## src/rtl/reg_file_2r1w_pkg.sv

```systemverilog
// Shared sizing and helpers for the 2-read/1-write register file.
package reg_file_2r1w_pkg;

  localparam int DATA_W = 16;
  localparam int ADDR_W = 3;
  localparam int NREGS  = 2 ** ADDR_W;

  typedef logic [DATA_W-1:0] data_t;
  typedef logic [ADDR_W-1:0] addr_t;
  typedef logic [NREGS-1:0]  line_t;

  function automatic line_t onehot(input addr_t idx);
    line_t v;
    v      = '0;
    v[idx] = 1'b1;
    return v;
  endfunction

endpackage

```

## src/rtl/reg_file_2r1w_if.sv

```systemverilog
// Pipeline-facing bus of the register file: one write port, two registered read ports.
// RdEn is the advance strobe (no back-pressure); SrcValid marks that the operand stage holds a live capture.
interface reg_file_2r1w_if;
  import reg_file_2r1w_pkg::*;

  logic  WriteReg;
  addr_t DstReg;
  data_t DstData;
  addr_t SrcReg1;
  addr_t SrcReg2;
  logic  RdEn;
  logic  Flush;
  data_t SrcData1;
  data_t SrcData2;
  logic  SrcValid;
  line_t RdLine1;
  line_t RdLine2;

  modport master (
    output WriteReg, DstReg, DstData, SrcReg1, SrcReg2, RdEn, Flush,
    input  SrcData1, SrcData2, SrcValid, RdLine1, RdLine2
  );

  modport slave (
    input  WriteReg, DstReg, DstData, SrcReg1, SrcReg2, RdEn, Flush,
    output SrcData1, SrcData2, SrcValid, RdLine1, RdLine2
  );

endinterface

```

## src/rtl/reg_file_2r1w_read_mux.sv

```systemverilog
// Combinational 8:1 read select with same-cycle write bypass, one per read port.
module reg_read_mux_8_1
  import reg_file_2r1w_pkg::*;
(
  input  logic [NREGS-1:0][DATA_W-1:0] regs,
  input  addr_t                        sel,
  input  logic                         byp_en,
  input  addr_t                        byp_idx,
  input  data_t                        byp_data,
  output data_t                        data
);

  always_comb begin
    data = regs[sel];
    if (byp_en && (byp_idx == sel)) begin
      data = byp_data;
    end
  end

endmodule

```

## src/rtl/reg_file_2r1w.sv

```systemverilog
// 8x16 register file: array, write decode and the ID/EX operand registers.
module reg_file_2r1w
  import reg_file_2r1w_pkg::*;
(
  input  logic            clk,
  input  logic            rst,
  reg_file_2r1w_if.slave  bus
);

  logic [NREGS-1:0][DATA_W-1:0] regs;
  line_t                        we_line;
  data_t                        rd_data1;
  data_t                        rd_data2;

  always_comb begin
    we_line = '0;
    if (bus.WriteReg) begin
      we_line = onehot(bus.DstReg);
    end
  end

  // Writes commit regardless of stall or flush; only reset blocks them.
  always_ff @(posedge clk) begin
    if (rst) begin
      regs <= '0;
    end else begin
      for (int i = 0; i < NREGS; i++) begin
        if (we_line[i]) begin
          regs[i] <= bus.DstData;
        end
      end
    end
  end

  reg_read_mux_8_1 u_mux1 (
    .regs     (regs),
    .sel      (bus.SrcReg1),
    .byp_en   (bus.WriteReg),
    .byp_idx  (bus.DstReg),
    .byp_data (bus.DstData),
    .data     (rd_data1)
  );

  reg_read_mux_8_1 u_mux2 (
    .regs     (regs),
    .sel      (bus.SrcReg2),
    .byp_en   (bus.WriteReg),
    .byp_idx  (bus.DstReg),
    .byp_data (bus.DstData),
    .data     (rd_data2)
  );

  // Held operands are deliberately not refreshed by later writes.
  always_ff @(posedge clk) begin
    if (rst || bus.Flush) begin
      bus.SrcData1 <= '0;
      bus.SrcData2 <= '0;
      bus.SrcValid <= 1'b0;
      bus.RdLine1  <= '0;
      bus.RdLine2  <= '0;
    end else if (bus.RdEn) begin
      bus.SrcData1 <= rd_data1;
      bus.SrcData2 <= rd_data2;
      bus.SrcValid <= 1'b1;
      bus.RdLine1  <= onehot(bus.SrcReg1);
      bus.RdLine2  <= onehot(bus.SrcReg2);
    end
  end

endmodule

```

## src/flat_wrapper.sv

```systemverilog
// flat-port wrapper written by rule: the top's interface ports become plain ports
module reg_file_2r1w_flat import reg_file_2r1w_pkg::*;
  (clk, rst, bus_WriteReg, bus_DstReg, bus_DstData, bus_SrcReg1, bus_SrcReg2, bus_RdEn, bus_Flush, bus_SrcData1, bus_SrcData2, bus_SrcValid, bus_RdLine1, bus_RdLine2);
  reg_file_2r1w_if bus_i ();
  input  logic clk;
  input  logic rst;
  input wire logic [$bits(bus_i.WriteReg)-1:0] bus_WriteReg;
  input wire logic [$bits(bus_i.DstReg)-1:0] bus_DstReg;
  input wire logic [$bits(bus_i.DstData)-1:0] bus_DstData;
  input wire logic [$bits(bus_i.SrcReg1)-1:0] bus_SrcReg1;
  input wire logic [$bits(bus_i.SrcReg2)-1:0] bus_SrcReg2;
  input wire logic [$bits(bus_i.RdEn)-1:0] bus_RdEn;
  input wire logic [$bits(bus_i.Flush)-1:0] bus_Flush;
  output wire logic [$bits(bus_i.SrcData1)-1:0] bus_SrcData1;
  output wire logic [$bits(bus_i.SrcData2)-1:0] bus_SrcData2;
  output wire logic [$bits(bus_i.SrcValid)-1:0] bus_SrcValid;
  output wire logic [$bits(bus_i.RdLine1)-1:0] bus_RdLine1;
  output wire logic [$bits(bus_i.RdLine2)-1:0] bus_RdLine2;
  assign bus_i.WriteReg = bus_WriteReg;
  assign bus_i.DstReg = bus_DstReg;
  assign bus_i.DstData = bus_DstData;
  assign bus_i.SrcReg1 = bus_SrcReg1;
  assign bus_i.SrcReg2 = bus_SrcReg2;
  assign bus_i.RdEn = bus_RdEn;
  assign bus_i.Flush = bus_Flush;
  assign bus_SrcData1 = bus_i.SrcData1;
  assign bus_SrcData2 = bus_i.SrcData2;
  assign bus_SrcValid = bus_i.SrcValid;
  assign bus_RdLine1 = bus_i.RdLine1;
  assign bus_RdLine2 = bus_i.RdLine2;
  reg_file_2r1w u_core (.clk(clk), .rst(rst), .bus(bus_i));
endmodule
```

## config.mk

```make
export PLATFORM = sky130hd
export DESIGN_NAME = reg_file_2r1w_flat
export DESIGN_NICKNAME = d
export VERILOG_FILES = /design/src/rtl/reg_file_2r1w_pkg.sv /design/src/rtl/reg_file_2r1w_if.sv /design/src/rtl/reg_file_2r1w_read_mux.sv /design/src/rtl/reg_file_2r1w.sv /design/src/flat_wrapper.sv
export SDC_FILE = /design/constraint.sdc
export NUM_CORES = 1
export LEC_CHECK = 0
export ABC_AREA = 1
export ABC_CLOCK_PERIOD_IN_PS = 1500
export CORE_AREA = 8 8 168 170
export DETAILED_ROUTE_END_ITERATION = 8
export DIE_AREA = 0 0 176 178
export DONT_BUFFER_PORTS = 1
export GPL_TIMING_DRIVEN = 0
export SLEW_MARGIN = 5
export SYNTH_ARGS = -nofsm -noshare
export SYNTH_HDL_FRONTEND = slang
export SYNTH_SLANG_ARGS = --single-unit
```

## constraint.sdc

```tcl
create_clock -name clk -period 1.5 [get_ports clk]
set_input_delay 0.15 -clock clk [delete_from_list [all_inputs] [get_ports clk]]
set_output_delay 0.15 -clock clk [all_outputs]
set_load 0.05 [all_outputs]
```

* Yosys cells after proc, flatten, opt, wreduce, memory -nomap -nowiden
Cells that the tools add are included.
W data, S select, Z words.
** Operators by class
- Multiplexer cells :: 13
- Shifts and indexed selects :: 0
- Div/mod/pow operators :: 0
- Equality and inequality tests :: 2
- $lt $le $gt $ge :: 6
- $add $sub $neg :: 0
- Bitwise logic cells :: 0
- Reduce and logical (&&, ||, !) cells :: 6
- Multipliers :: 0
** Operators by type and width (number)
- $bmux W16 S3 :: 2
- $mux W16 :: 4
- $lt A3 B4 Y1 const B :: 3
- $demux W1 S3 :: 3
- $ge A3 B1 Y1 const B :: 3
- $mux W8 :: 1
- $eq A3 B3 Y1 :: 2
- $logic_and A1 B1 Y1 :: 5
- $mux W1 :: 3
- $logic_or A1 B1 Y1 :: 1
** Storage, ports and cells
- RAM bits :: 0
- Bits in registers :: 177
- Memories kept :: 0
- Bits in read-only memories :: 0
- Latch bits :: 0
- Logic and storage cells :: 40

* Logic depth before layout (Yosys ltp)
Gate-level depths: netlist of run 1.
- Word-level depth :: 5
- Mapped depth :: 12
- Mapped depth without buffers :: 9

* Modules after synthesis
A second synthesis of run 1 with hierarchy kept.
** Second synthesis, totals
- Cell total of the unflattened synthesis :: 1808
- Area, all modules :: 10517.6 µm²
** Modules (own cells, without submodules)
- reg_file_2r1w :: seq. area each 3543.4 µm², times used 1, cells an instance 954, area each 6824.0 µm²
- reg_read_mux_8_1 :: seq. area each 0.0 µm², times used 2, cells an instance 427, area each 1846.8 µm²

* Worst setup path after synthesis of run 1
No wires, ideal clock.
- Path type :: input port to flip-flop
- From :: in bus_WriteReg
- To :: reg u_core.bus.SrcData1[10]
- Path slack :: 334 ps
- Arrival :: 1022 ps
- Setup time :: 143 ps
- Buffers on the path :: 1
- Required time :: 1357 ps
- Cell stages on the path :: 10
- Path through :: inv_1 -> nor2_1 -> nand2_1 -> nand2_2 -> buf_2 -> nand3_1 -> nand2_1 -> inv_1 -> nand2_1 -> a21oi_2
** Between the ends
- Word-level cells in the longest chain between the ends :: 2
** Ends and longest elaborated chain
- start, declared :: line flat_wrapper.sv:7 : input wire logic [$bits(bus_i.WriteReg)-1:0] bus_WriteReg;
- $logic_and A1 B1 Y1 :: line reg_file_2r1w_read_mux.sv:15 : if (byp_en && (byp_idx == sel)) begin
- $mux W16 :: line reg_file_2r1w_read_mux.sv:15
- end signal, assigned :: line reg_file_2r1w.sv:62 : bus.SrcData1 <= rd_data1;
- end, declared :: line reg_file_2r1w_if.sv:26 : output SrcData1, SrcData2, SrcValid, RdLine1, RdLine2
No other way between the ends.
A chain may end at the register's enable or synchronous reset.

==> impl_results.html, run 1 <==
<table>
<tr><th>Metric</th><th>Value</th></tr>
<tr><th colspan="2">Run status</th></tr>
<tr><td>Result of the run</td><td>complete, no violations</td></tr>
<tr><th colspan="2">Drt</th></tr>
<tr><td>Routed wirelength normalized by instance count</td><td>20.6 um</td></tr>
<tr><td>Post-route ant nets</td><td>0</td></tr>
<tr><td>First-pass DRT Iterations</td><td>6</td></tr>
<tr><td>1st-iter DRT viols</td><td>1268</td></tr>
<tr><td>Overall routed net length</td><td>39500 um</td></tr>
<tr><td>Post-route DRC</td><td>0</td></tr>
<tr><td>Drt via density</td><td>5.23</td></tr>
<tr><td>DR vias</td><td>10000</td></tr>
<tr><th colspan="2">Timing</th></tr>
<tr><td>Worst clock skew</td><td>0.0110 ns</td></tr>
<tr><td>Headroom to the max-slew limit</td><td>0.503</td></tr>
<tr><td>Final hold viol count</td><td>0</td></tr>
<tr><td>Achievable clock frequency</td><td>0.749 GHz</td></tr>
<tr><td>Final number of max-transition violations</td><td>0</td></tr>
<tr><td>Setup repair after global routing missed its margin</td><td>false</td></tr>
<tr><td>Fin crit share</td><td>0.890</td></tr>
<tr><td>Period minus WS final</td><td>1.33 ns</td></tr>
<tr><td>Actual transition at the worst max-transition pin</td><td>0.741 ns</td></tr>
<tr><td>Endpoints failing setup</td><td>0</td></tr>
<tr><th colspan="2">Final layout</th></tr>
<tr><td>Diode insertion count for antenna repair</td><td>0</td></tr>
<tr><td>Final core utilization</td><td>0.412</td></tr>
<tr><td>Leading cell types in the layout, fill and taps excluded</td><td>558 x sky130_fd_sc_hd__nand2_1, 186 x sky130_fd_sc_hd__inv_1, 177 x sky130_fd_sc_hd__dfxtp_1, 164 x sky130_fd_sc_hd__a21oi_1, 143 x sky130_fd_sc_hd__nand3_1</td></tr>
<tr><td>Summed area of non-filler cells in the final layout</td><td>10500 sq um</td></tr>
<tr><td>Most common cell after layout, fill and taps aside</td><td>sky130_fd_sc_hd__nand2_1</td></tr>
<tr><td>Fraction of final layout cells sized beyond drive strength 1</td><td>0.0747</td></tr>
<tr><td>NumNets Final</td><td>1597</td></tr>
<tr><td>Layout Area Growth over Synthesis</td><td>11.0%</td></tr>
<tr><th colspan="2">Global route</th></tr>
<tr><td>First-pass GRT wire length</td><td>59200 um</td></tr>
<tr><td>All-Layer GR Usage</td><td>0.252</td></tr>
<tr><td>Vias in the first global route</td><td>9326</td></tr>
<tr><td>Pin count of the biggest net entering global routing</td><td>18</td></tr>
<tr><td>GR Overflow Total</td><td>0</td></tr>
<tr><td>Antenna violations before repair</td><td>0</td></tr>
<tr><th colspan="2">Place</th></tr>
<tr><td>Placer congestion estimate</td><td>0.978</td></tr>
<tr><td>Port Buf Inserts</td><td>0</td></tr>
<tr><td>Area after DPL</td><td>9930 sq um</td></tr>
<tr><td>Estimated wirelength of the detail-placed design</td><td>29700 um</td></tr>
<tr><th colspan="2">Worst hold path</th></tr>
<tr><td>Type of the tightest min-delay check</td><td>in -&gt; reg</td></tr>
<tr><td>Hold EP</td><td>u_core.bus.SrcData2[14]</td></tr>
<tr><td>Cell depth of the worst hold path</td><td>4</td></tr>
<tr><td>Hold wc startpoint</td><td>bus_SrcReg2[2]</td></tr>
<tr><th colspan="2">Floorplan</th></tr>
<tr><td>Std-Cell Rows</td><td>59</td></tr>
<tr><td>Total core area</td><td>25600 sq um</td></tr>
<tr><td>Die extent in x</td><td>176 um</td></tr>
<tr><td>Die Ht</td><td>178 um</td></tr>
<tr><td>Starting density of the core</td><td>0.371</td></tr>
<tr><td>Total Die Area</td><td>31300 sq um</td></tr>
<tr><td>Ports</td><td>79</td></tr>
<tr><th colspan="2">Worst setup path</th></tr>
<tr><td>Critical path endpoint category</td><td>flip-flop</td></tr>
<tr><td>Element type at the critical path start</td><td>input pin</td></tr>
<tr><td>Required time worst endpoint</td><td>1.87 ns</td></tr>
<tr><td>R2r startpoint</td><td>u_core.regs[126]</td></tr>
<tr><td>Data arrival time of the critical path</td><td>1.70 ns</td></tr>
<tr><td>Largest fanout on the critical path</td><td>10</td></tr>
<tr><td>Register-to-register setup slack</td><td>0.20 ns</td></tr>
<tr><td>Category of the most critical setup path</td><td>in -&gt; reg</td></tr>
<tr><td>Reg-to-Reg End</td><td>u_core.bus.SrcData1[14]</td></tr>
<tr><td>Reg2Reg Depth</td><td>7</td></tr>
<tr><th colspan="2">Logic synthesis</th></tr>
<tr><td>Share of synthesized cell area in and, or, nand and nor gates</td><td>0.328</td></tr>
<tr><td>Seq cells post-synth</td><td>177</td></tr>
<tr><td>Net count after synthesis</td><td>1576</td></tr>
<tr><td>Synthesized-area fraction occupied by adder cells</td><td>0</td></tr>
<tr><td>Sequential-to-total area share from yosys stat</td><td>0.373</td></tr>
<tr><td>Post-synthesis xor/xnor area fraction</td><td>0</td></tr>
<tr><td>Combinational family with the most area after synthesis</td><td>simple AND/OR/NAND/NOR gates</td></tr>
<tr><td>Fraction of the mapped netlist area in compound gates</td><td>0.166</td></tr>
<tr><td>Netlist area before placement</td><td>9510 sq um</td></tr>
<tr><td>Synthesized area divided by synthesized cell count</td><td>6.15 sq um</td></tr>
<tr><td>Unique masters post-synth</td><td>23</td></tr>
<tr><td>Number of cells produced by synthesis</td><td>1546</td></tr>
<tr><td>Total of warnings raised by yosys</td><td>0</td></tr>
<tr><td>Portion of netlist area occupied by mux cells</td><td>0</td></tr>
<tr><th colspan="2">Clock tree</th></tr>
<tr><td>Number of clock sinks seen by CTS</td><td>177</td></tr>
<tr><td>Number of buffers on the longest clock path</td><td>2</td></tr>
<tr><td>TritonCTS clock tree</td><td>done</td></tr>
<tr><td>H-tree Lvls</td><td>4</td></tr>
<tr><td>CTS root buf</td><td>sky130_fd_sc_hd__clkbuf_16</td></tr>
<tr><td>Clock edge transition at the registers on the reported setup and hold paths</td><td>0.08 ns</td></tr>
<tr><td>Number of buffers added for setup after CTS</td><td>0</td></tr>
<tr><td>Number of buffers created by CTS</td><td>17</td></tr>
<tr><td>Clock latency on the worst-skew pair</td><td>0.44 ns</td></tr>
<tr><th colspan="2">Power</th></tr>
<tr><td>Peak VDD IR</td><td>0.000796 V</td></tr>
<tr><td>Static leakage</td><td>5.00 nW</td></tr>
<tr><td>Power density cells</td><td>1070 nW/um^2</td></tr>
<tr><th colspan="2">Job</th></tr>
<tr><td>Count of max-cap constraint violations</td><td>0</td></tr>
</table>
[area by class of cell]
cell class | count | area [sq um]
flip-flops and latches | 177 | 3540
fillers | 2766 | 15100
plain buffers | 99 | 484
multi-input cells | 1060 | 4690
inverters | 210 | 788
clock inverters | 15 | 175
repair buffers | 2 | 20.0
clock buffers | 17 | 425
well taps | 335 | 419
[through the flow]
step	total power, mW	instances	setup slack (ns)	setup TNS [ns]	hold WS (ns)
2_1_floorplan	6.16	1546	0.334	0	0.327
3_3_place_gp	6.70	1881	-0.399	-15.98	0.367
3_5_place_dp	6.71	1881	-0.430	-15.62	0.362
4_1_cts	11.3	1915	0.0186	0	0.0270
5_1_grt	11.7	1915	0.0547	0	0.0714
6_report	11.3	1915	0.165	0	0.0452
[cells in the mapped netlist, drive strengths merged]
library cell / count / share of area
nand3: 143 / 0.075
nand2: 566 / 0.23
o21ai: 130 / 0.068
a21oi: 174 / 0.096
a22oi: 2 / 0.0016
clkinv: 18 / 0.0071
inv: 192 / 0.076
buf: 56 / 0.034
dfxtp: 177 / 0.37
nor2: 44 / 0.025
or2: 1 / 0.00066
clkbuf: 43 / 0.017
[flip-flops by register name, summed over array words and instances (netlist names)]
name and count:
u_core.bus.RdLine1 8, u_core.bus.SrcValid 1, u_core.bus.SrcData1 16, u_core.regs 128
u_core.bus.RdLine2 8, u_core.bus.SrcData2 16
[worst max-delay path, cell delays in order]
cell and delay [ns]:
sky130_fd_sc_hd__inv_1 0.08, sky130_fd_sc_hd__clkbuf_1 0.56, sky130_fd_sc_hd__clkbuf_1 0.55, sky130_fd_sc_hd__o21ai_0 0.21, sky130_fd_sc_hd__a21oi_1 0.15
[logic make-up (layout without fill, tap and decap cells)]
kind of cell	Yosys count	in the layout
and+or+nand+nor	754	754
buffers and inverters	309	343
DFF	177	177
AOI/OAI and AO/OA	306	306
[what timing repair did]
item | CTS | global route
hold buffers | 2 | 0
endpoints found under the setup margin | 0 | 10
gates resized for setup | 0 | 2
hold endpoints to repair | 4 | 0
[metal layers]
metal | global-route usage | part of all wire
met2 | 0.392 | 0.43
met4 | 0.119 | 0.042
met3 | 0.0434 | 0.084
met1 | 0.336 | 0.44
met5 | 0 | 0
[worst max-delay path by stage]
stage                             from  slack (ns)                      end  cells after the start
after CTS                 bus_WriteReg        0.02         u_core.regs[108]                      7
after global placement    bus_WriteReg       -0.40         u_core.regs[108]                      7
after global routing               rst        0.05         u_core.regs[121]                      5
final                              rst        0.17          u_core.regs[15]                      5
after detailed placement  bus_WriteReg       -0.43         u_core.regs[108]                      7
after floorplan           bus_WriteReg        0.33  u_core.bus.SrcData1[10]                     10
[where the power goes]
part / internal, mW / total (mW) / switching [mW] / leakage (nW)
logic: 0.423 / 1.57 / 1.15 / 3.27
clock network: 2.51 / 4.67 / 2.16 / 0.288
registers: 4.85 / 5.07 / 0.223 / 1.44
total: 7.78 / 11.3 / 3.53 / 5.00
Power figures use the tool's default switching activity.
==> run 2: changes to the inputs <==
Settings changed: ABC_AREA 1 to 0, CORE_AREA 8 8 168 170 to 8 8 148 150, DIE_AREA 0 0 176 178 to 0 0 156 158.
==> impl_results.html, run 2 <==
<table>
<tr><th>Metric</th><th>Value</th></tr>
<tr><th colspan="2">Logic synthesis</th></tr>
<tr><td>Total of warnings raised by yosys</td><td>0</td></tr>
<tr><td>Number of cells produced by synthesis</td><td>1008</td></tr>
<tr><td>Post-synth top area cell</td><td>sky130_fd_sc_hd__dfxtp_1</td></tr>
<tr><td>Synthesized area divided by synthesized cell count</td><td>8.55 sq um</td></tr>
<tr><td>Area fraction of the dominant cell type after synthesis</td><td>0.411</td></tr>
<tr><td>Netlist area before placement</td><td>8620 sq um</td></tr>
<tr><td>Unique masters post-synth</td><td>31</td></tr>
<tr><td>Primary FF master, synth</td><td>sky130_fd_sc_hd__dfxtp_1</td></tr>
<tr><td>Dominant cell by count in the synthesized netlist</td><td>sky130_fd_sc_hd__nand2_1</td></tr>
<tr><td>Cell types with the highest counts after synthesis</td><td>314 x sky130_fd_sc_hd__nand2_1, 177 x sky130_fd_sc_hd__dfxtp_1, 134 x sky130_fd_sc_hd__a21oi_1, 77 x sky130_fd_sc_hd__mux2i_1, 75 x sky130_fd_sc_hd__clkbuf_1</td></tr>
<tr><td>Asr flop ratio synth</td><td>0</td></tr>
<tr><td>Seq cells post-synth</td><td>177</td></tr>
<tr><td>Number of enable flip-flop cells after synthesis</td><td>0</td></tr>
<tr><td>Sequential-to-total area share from yosys stat</td><td>0.411</td></tr>
<tr><td>Leading post-synthesis cells by cell area</td><td>sky130_fd_sc_hd__dfxtp_1 41%, sky130_fd_sc_hd__nand2_1 14%, sky130_fd_sc_hd__mux2i_1 8.9%, sky130_fd_sc_hd__mux4_2 8.9%, sky130_fd_sc_hd__a21oi_1 7.8%</td></tr>
<tr><td>Net count after synthesis</td><td>1038</td></tr>
<tr><th colspan="2">Global route</th></tr>
<tr><td>Antenna violations before repair</td><td>0</td></tr>
<tr><td>Pin count of the biggest net entering global routing</td><td>17</td></tr>
<tr><td>First-pass GRT wire length</td><td>42500 um</td></tr>
<tr><td>Vias in the first global route</td><td>7166</td></tr>
<tr><td>All-Layer GR Usage</td><td>0.225</td></tr>
<tr><td>GR Overflow Total</td><td>0</td></tr>
<tr><th colspan="2">Job</th></tr>
<tr><td>Count of max-cap constraint violations</td><td>0</td></tr>
<tr><th colspan="2">Timing</th></tr>
<tr><td>Final hold viol count</td><td>0</td></tr>
<tr><td>Endpoints failing setup</td><td>0</td></tr>
<tr><td>Achievable clock frequency</td><td>0.690 GHz</td></tr>
<tr><td>Accumulated negative setup slack</td><td>0 ns</td></tr>
<tr><td>Worst clock skew</td><td>0.0113 ns</td></tr>
<tr><td>Final number of max-transition violations</td><td>0</td></tr>
<tr><td>Headroom to the max-slew limit</td><td>0.444</td></tr>
<tr><td>Fin crit share</td><td>0.966</td></tr>
<tr><td>Setup repair after global routing missed its margin</td><td>true</td></tr>
<tr><td>Actual transition at the worst max-transition pin</td><td>0.835 ns</td></tr>
<tr><td>Worst hold margin</td><td>0.0200 ns</td></tr>
<tr><td>Period minus WS final</td><td>1.45 ns</td></tr>
<tr><th colspan="2">Drt</th></tr>
<tr><td>Met3 Wirelength</td><td>2300 um</td></tr>
<tr><td>Routed wirelength normalized by instance count</td><td>20.9 um</td></tr>
<tr><td>1st-iter DRT viols</td><td>721</td></tr>
<tr><td>Top layer used by detailed routing</td><td>met4</td></tr>
<tr><td>First-pass DRT Iterations</td><td>5</td></tr>
<tr><td>Overall routed net length</td><td>27400 um</td></tr>
<tr><td>Met2 Wirelength</td><td>12500 um</td></tr>
<tr><td>Post-route ant nets</td><td>0</td></tr>
<tr><td>Post-route DRC</td><td>0</td></tr>
<tr><td>Drt via density</td><td>5.73</td></tr>
<tr><td>Sum of routed wire segments on met1</td><td>12200 um</td></tr>
<tr><td>DR vias</td><td>7514</td></tr>
<tr><th colspan="2">Floorplan</th></tr>
<tr><td>Starting density of the core</td><td>0.437</td></tr>
<tr><td>Total core area</td><td>19700 sq um</td></tr>
<tr><td>Std-Cell Rows</td><td>52</td></tr>
<tr><td>Total Die Area</td><td>24600 sq um</td></tr>
<tr><td>Die Ht</td><td>158 um</td></tr>
<tr><td>Die extent in x</td><td>156 um</td></tr>
<tr><td>Ports</td><td>79</td></tr>
<tr><th colspan="2">Worst hold path</th></tr>
<tr><td>Type of the tightest min-delay check</td><td>in -&gt; reg</td></tr>
<tr><td>Cell depth of the worst hold path</td><td>3</td></tr>
<tr><th colspan="2">Final layout</th></tr>
<tr><td>Flip-flop count of the largest register, all copies and words added</td><td>128</td></tr>
<tr><td>Summed area of non-filler cells in the final layout</td><td>9590 sq um</td></tr>
<tr><td>Final core utilization</td><td>0.487</td></tr>
<tr><td>Top Registers</td><td>u_core.regs: 128 flops, u_core.bus.SrcData1: 16 flops, u_core.bus.SrcData2: 16 flops</td></tr>
<tr><td>NumNets Final</td><td>1058</td></tr>
<tr><td>Diode insertion count for antenna repair</td><td>0</td></tr>
<tr><td>Leading cell types in the layout, fill and taps excluded</td><td>314 x sky130_fd_sc_hd__nand2_1, 177 x sky130_fd_sc_hd__dfxtp_1, 134 x sky130_fd_sc_hd__a21oi_1, 77 x sky130_fd_sc_hd__mux2i_1, 68 x sky130_fd_sc_hd__clkbuf_1</td></tr>
<tr><td>Layout Area Growth over Synthesis</td><td>11.3%</td></tr>
<tr><td>Most common cell after layout, fill and taps aside</td><td>sky130_fd_sc_hd__nand2_1</td></tr>
<tr><td>Register bank with the most flops</td><td>u_core.regs</td></tr>
<tr><td>Fraction of final layout cells sized beyond drive strength 1</td><td>0.116</td></tr>
<tr><td>Final cell count without fillers</td><td>1311</td></tr>
<tr><th colspan="2">Clock tree</th></tr>
<tr><td>Number of buffers created by CTS</td><td>17</td></tr>
<tr><td>Clock latency on the worst-skew pair</td><td>0.45 ns</td></tr>
<tr><td>TritonCTS clock tree</td><td>done</td></tr>
<tr><td>Clock edge transition at the registers on the reported setup and hold paths</td><td>0.07 ns</td></tr>
<tr><td>Number of buffers added for setup after CTS</td><td>0</td></tr>
<tr><td>Number of buffers on the longest clock path</td><td>2</td></tr>
<tr><td>Number of clock sinks seen by CTS</td><td>177</td></tr>
<tr><td>CTS root buf</td><td>sky130_fd_sc_hd__clkbuf_16</td></tr>
<tr><td>H-tree Lvls</td><td>4</td></tr>
<tr><th colspan="2">Worst setup path</th></tr>
<tr><td>Kind of cell with the highest combined delay on the critical path</td><td>multiplexers</td></tr>
<tr><td>Cell depth of the worst setup path</td><td>4</td></tr>
<tr><td>CP Cell Sequence</td><td>mux4_2 -&gt; mux2i_1 -&gt; nand2_1 -&gt; o21a_1</td></tr>
<tr><td>Register-to-register setup slack</td><td>0.05 ns</td></tr>
<tr><td>Data arrival time of the critical path</td><td>1.78 ns</td></tr>
<tr><td>Critical path endpoint category</td><td>flip-flop</td></tr>
<tr><td>Reg2Reg Depth</td><td>4</td></tr>
<tr><td>Category of the most critical setup path</td><td>reg -&gt; reg</td></tr>
<tr><td>Reg-to-Reg End</td><td>u_core.bus.SrcData2[14]</td></tr>
<tr><td>R2r startpoint</td><td>u_core.regs[94]</td></tr>
<tr><td>Required time worst endpoint</td><td>1.83 ns</td></tr>
<tr><td>Crit path launch</td><td>u_core.regs[94]</td></tr>
<tr><td>Critical Path Max Stage Delay</td><td>0.47 ns</td></tr>
<tr><td>Critical-path cell with the highest stage delay</td><td>sky130_fd_sc_hd__mux4_2</td></tr>
<tr><td>Element type at the critical path start</td><td>flip-flop</td></tr>
<tr><td>End point of the critical path</td><td>u_core.bus.SrcData2[14]</td></tr>
<tr><td>Buffers and inverters on the worst path</td><td>0</td></tr>
<tr><td>Largest fanout on the critical path</td><td>3</td></tr>
<tr><th colspan="2">Power</th></tr>
<tr><td>Power density cells</td><td>1100 nW/um^2</td></tr>
<tr><td>Static leakage</td><td>3.21 nW</td></tr>
<tr><td>Peak VDD IR</td><td>0.000676 V</td></tr>
<tr><th colspan="2">Place</th></tr>
<tr><td>Area after DPL</td><td>8970 sq um</td></tr>
<tr><td>Cell Count Post-Placement</td><td>1278</td></tr>
<tr><td>Port Buf Inserts</td><td>0</td></tr>
<tr><td>Placer congestion estimate</td><td>0.874</td></tr>
<tr><td>Estimated wirelength of the detail-placed design</td><td>20900 um</td></tr>
<tr><th colspan="2">Run status</th></tr>
<tr><td>Result of the run</td><td>complete, no violations</td></tr>
</table>
==> run 2: cell types whose count changed after synthesis, sizes merged, moves of 40 or more <==
cell / delta
nand2: -252
inv: -190
nand3: -134
o21ai: -129
mux2i: +77
a21oi: -40
==> run 2: cells by family (layout without fill, tap and decap cells) <==
group,after synthesis,count (layout),share of synthesized area
multiplexers,111,111,0.178
buffers and inverters,106,139,0.0524
AO/OA/AOI/OAI,208,208,0.161
flip-flops,177,177,0.411
AND/OR/NAND/NOR,400,400,0.192
XOR/XNOR,6,6,0.00609
==> run 2: worst reg2reg max path: cells and delay by family, from the launching register on <==
kind               cells  cell delay [ns]
AOI/OAI and AO/OA      1             0.18
and+or+nand+nor        1             0.09
muxes                  2             0.72
DFF                    1             0.35
==> run 2: cell type report <==
class,count,area (sq um)
well taps,270,338
multi-input cells,725,4640
inverters,2,7.51
clock buffers,18,429
repair buffers,1,10.0
flip-flops and latches,177,3540
clock inverters,14,154
plain buffers,104,469
fillers,1904,10100
==> run 2: where the power goes <==
part | internal (mW) | switching, mW
clock network | 2.48 | 2.05
logic | 0.338 | 0.697
registers | 4.80 | 0.174
==> run 2: metal layers <==
layer / global-route usage / up-vias
met4: 0.0809 / 0
met1: 0.301 / 3593
met2: 0.354 / 302
met5: 0 / -
met3: 0.0470 / 34
li1: - / 3585
==> run 2: how the worst min path moves through the flow <==
stage / start / end
3_3_place_gp: bus_SrcReg1[2] / u_core.bus.RdLine1[3]
4_1_cts: rst / u_core.bus.SrcData2[14]
3_5_place_dp: bus_SrcReg1[2] / u_core.bus.RdLine1[3]
5_1_grt: rst / u_core.bus.SrcData1[15]
2_1_floorplan: bus_SrcReg1[2] / u_core.bus.RdLine1[3]
6_report: rst / u_core.bus.SrcData1[15]
==> run 2: what timing repair did <==
action,CTS,global route
hold buffers,1,0
hold endpoints to repair,2,0
setup endpoints to repair,10,23
resized for setup,1,20
==> run 2: through the flow <==
step           setup WS, ns  power, mW
2_1_floorplan       0.00362       5.78
3_3_place_gp         -0.535       6.07
3_5_place_dp         -0.582       6.09
4_1_cts              0.0174       10.5
5_1_grt            -0.00910       10.8
6_report             0.0515       10.5
==> run 3: changes to the inputs <==
Settings changed: ABC_CLOCK_PERIOD_IN_PS 1500 to 1600.
Clock period 1.5 ns to 1.6 ns, I/O delays scaled along.
==> impl_results.html, run 3 (synthesized netlist as in run 2, its figures left out) <==
<table>
<tr><th>Metric</th><th>Value</th></tr>
<tr><th colspan="2">Floorplan</th></tr>
<tr><td>Ports</td><td>79</td></tr>
<tr><td>Die Ht</td><td>158 um</td></tr>
<tr><td>Die extent in x</td><td>156 um</td></tr>
<tr><td>Total Die Area</td><td>24600 sq um</td></tr>
<tr><td>Total core area</td><td>19700 sq um</td></tr>
<tr><td>Starting density of the core</td><td>0.437</td></tr>
<tr><td>Std-Cell Rows</td><td>52</td></tr>
<tr><th colspan="2">Worst setup path</th></tr>
<tr><td>Kind of cell with the highest combined delay on the critical path</td><td>simple AND/OR/NAND/NOR gates</td></tr>
<tr><td>Data arrival time of the critical path</td><td>1.83 ns</td></tr>
<tr><td>Required time worst endpoint</td><td>1.90 ns</td></tr>
<tr><td>Category of the most critical setup path</td><td>in -&gt; reg</td></tr>
<tr><td>Element type at the critical path start</td><td>input pin</td></tr>
<tr><td>CP Cell Sequence</td><td>buf_2 -&gt; nor2_1 -&gt; clkbuf_1 -&gt; a22oi_1 -&gt; nand2_1 -&gt; o221ai_2</td></tr>
<tr><td>Critical path endpoint category</td><td>flip-flop</td></tr>
<tr><td>Critical-path cell with the highest stage delay</td><td>sky130_fd_sc_hd__nor2_1</td></tr>
<tr><td>Largest fanout on the critical path</td><td>10</td></tr>
<tr><td>Buffers and inverters on the worst path</td><td>2</td></tr>
<tr><td>Critical Path Max Stage Delay</td><td>0.56 ns</td></tr>
<tr><th colspan="2">Final layout</th></tr>
<tr><td>Leading cell types in the layout, fill and taps excluded</td><td>314 x sky130_fd_sc_hd__nand2_1, 177 x sky130_fd_sc_hd__dfxtp_1, 134 x sky130_fd_sc_hd__a21oi_1, 77 x sky130_fd_sc_hd__mux2i_1, 75 x sky130_fd_sc_hd__clkbuf_1</td></tr>
<tr><td>Diode insertion count for antenna repair</td><td>0</td></tr>
<tr><td>Most common cell after layout, fill and taps aside</td><td>sky130_fd_sc_hd__nand2_1</td></tr>
<tr><td>Register bank with the most flops</td><td>u_core.regs</td></tr>
<tr><td>Top Registers</td><td>u_core.regs: 128 flops, u_core.bus.SrcData1: 16 flops, u_core.bus.SrcData2: 16 flops</td></tr>
<tr><td>Fraction of final layout cells sized beyond drive strength 1</td><td>0.107</td></tr>
<tr><td>Summed area of non-filler cells in the final layout</td><td>9560 sq um</td></tr>
<tr><td>Final core utilization</td><td>0.485</td></tr>
<tr><td>Layout Area Growth over Synthesis</td><td>10.8%</td></tr>
<tr><td>Flip-flop count of the largest register, all copies and words added</td><td>128</td></tr>
<tr><td>NumNets Final</td><td>1058</td></tr>
<tr><th colspan="2">Global route</th></tr>
<tr><td>GR Overflow Total</td><td>0</td></tr>
<tr><td>Antenna violations before repair</td><td>0</td></tr>
<tr><td>Pin count of the biggest net entering global routing</td><td>17</td></tr>
<tr><td>All-Layer GR Usage</td><td>0.220</td></tr>
<tr><td>First-pass GRT wire length</td><td>42100 um</td></tr>
<tr><td>Vias in the first global route</td><td>7246</td></tr>
<tr><th colspan="2">Place</th></tr>
<tr><td>Port Buf Inserts</td><td>0</td></tr>
<tr><td>Placer congestion estimate</td><td>0.879</td></tr>
<tr><td>Estimated wirelength of the detail-placed design</td><td>20700 um</td></tr>
<tr><td>Area after DPL</td><td>8960 sq um</td></tr>
<tr><th colspan="2">Timing</th></tr>
<tr><td>Setup repair after global routing missed its margin</td><td>false</td></tr>
<tr><td>Worst hold margin</td><td>0.0374 ns</td></tr>
<tr><td>Achievable clock frequency</td><td>0.654 GHz</td></tr>
<tr><td>Final number of max-transition violations</td><td>0</td></tr>
<tr><td>Headroom to the max-slew limit</td><td>0.436</td></tr>
<tr><td>Endpoints failing setup</td><td>0</td></tr>
<tr><td>Worst clock skew</td><td>0.00906 ns</td></tr>
<tr><td>Final hold viol count</td><td>0</td></tr>
<tr><td>Actual transition at the worst max-transition pin</td><td>0.846 ns</td></tr>
<tr><td>Period minus WS final</td><td>1.53 ns</td></tr>
<tr><td>Fin crit share</td><td>0.955</td></tr>
<tr><td>Accumulated negative setup slack</td><td>0 ns</td></tr>
<tr><th colspan="2">Job</th></tr>
<tr><td>Count of max-cap constraint violations</td><td>0</td></tr>
<tr><th colspan="2">Power</th></tr>
<tr><td>Static leakage</td><td>3.18 nW</td></tr>
<tr><td>Overall Power</td><td>9.82 mW</td></tr>
<tr><td>Power density cells</td><td>1030 nW/um^2</td></tr>
<tr><td>Peak VDD IR</td><td>0.000540 V</td></tr>
<tr><th colspan="2">Drt</th></tr>
<tr><td>Post-route ant nets</td><td>0</td></tr>
<tr><td>Overall routed net length</td><td>26700 um</td></tr>
<tr><td>First-pass DRT Iterations</td><td>5</td></tr>
<tr><td>Post-route DRC</td><td>0</td></tr>
<tr><td>Drt via density</td><td>5.64</td></tr>
<tr><td>Routed wirelength normalized by instance count</td><td>20.4 um</td></tr>
<tr><td>1st-iter DRT viols</td><td>764</td></tr>
<tr><td>DR vias</td><td>7390</td></tr>
<tr><th colspan="2">Clock tree</th></tr>
<tr><td>Clock edge transition at the registers on the reported setup and hold paths</td><td>0.07 ns</td></tr>
<tr><td>TritonCTS clock tree</td><td>done</td></tr>
<tr><td>Number of buffers added for setup after CTS</td><td>0</td></tr>
<tr><td>Number of buffers on the longest clock path</td><td>2</td></tr>
<tr><td>Clock latency on the worst-skew pair</td><td>0.44 ns</td></tr>
<tr><td>H-tree Lvls</td><td>4</td></tr>
<tr><td>CTS root buf</td><td>sky130_fd_sc_hd__clkbuf_16</td></tr>
<tr><td>Number of buffers created by CTS</td><td>17</td></tr>
<tr><td>Number of clock sinks seen by CTS</td><td>177</td></tr>
<tr><th colspan="2">Worst hold path</th></tr>
<tr><td>Type of the tightest min-delay check</td><td>in -&gt; reg</td></tr>
<tr><th colspan="2">Run status</th></tr>
<tr><td>Result of the run</td><td>complete, no violations</td></tr>
</table>
## run 3: cell count changes in the layout (fill, tap and decap cells not counted), sizes merged
cell	change
clkinv	-3
inv	+2
buf	+1
clkbuf	-1
## run 3: repair_timing
item | in CTS | in global routing
endpoints found under the hold margin | 2 | 0
endpoints found under the setup margin | 10 | 8
hold buffers | 1 | 0
gates resized for setup | 1 | 2
pin swaps | 0 | 0
cloned | 0 | 0
## run 3: per-stage QoR
step,setup WS (ns),instances
after floorplan,0.0102,1008
after global placement,-0.461,1278
after detailed placement,-0.494,1278
after CTS,0.120,1310
after global routing,0.0176,1310
final,0.0715,1310
## run 3: worst min-delay path, stage by stage
cell and delay (ns):
sky130_fd_sc_hd__nor2_1 0.05, sky130_fd_sc_hd__nand4_1 0.10, sky130_fd_sc_hd__o221ai_1 0.10
## run 3: path summary, 6_finish.rpt
kind                                       start                       to  slack, ns  depth (start not counted)
worst min register to register   u_core.regs[64]          u_core.regs[64]       0.47                          2
worst max-delay path              bus_SrcReg2[2]  u_core.bus.SrcData2[11]       0.07                          6
worst max register to register  u_core.regs[111]  u_core.bus.SrcData1[15]       0.17                          3
worst min-delay path                         rst  u_core.bus.SrcData1[15]       0.04                          3
## run 3: power by group
| part | total, mW | internal [mW] | switching, mW |
|---|---|---|---|
| clock network | 4.20 | 2.33 | 1.88 |
| logic | 0.958 | 0.310 | 0.648 |
| registers | 4.66 | 4.50 | 0.161 |
## run 3: layout make-up
type                    instances  area, sq um
plain buffers                 104          445
clock buffers                  18          429
clock inverters                13          151
fillers                      1911        10200
inverters                       2         7.51
multi-input cells             725         4630
flip-flops and latches        177         3540
well taps                     270          338
repair buffers                  1         10.0
## run 3: per-layer routing
metal | up-vias | part of all wire | track usage
li1 | 3573 | - | -
met1 | 3522 | 0.45 | 0.301
met2 | 268 | 0.45 | 0.348
met3 | 27 | 0.083 | 0.0472
met4 | 0 | 0.014 | 0.0550
met5 | - | 0 | 0
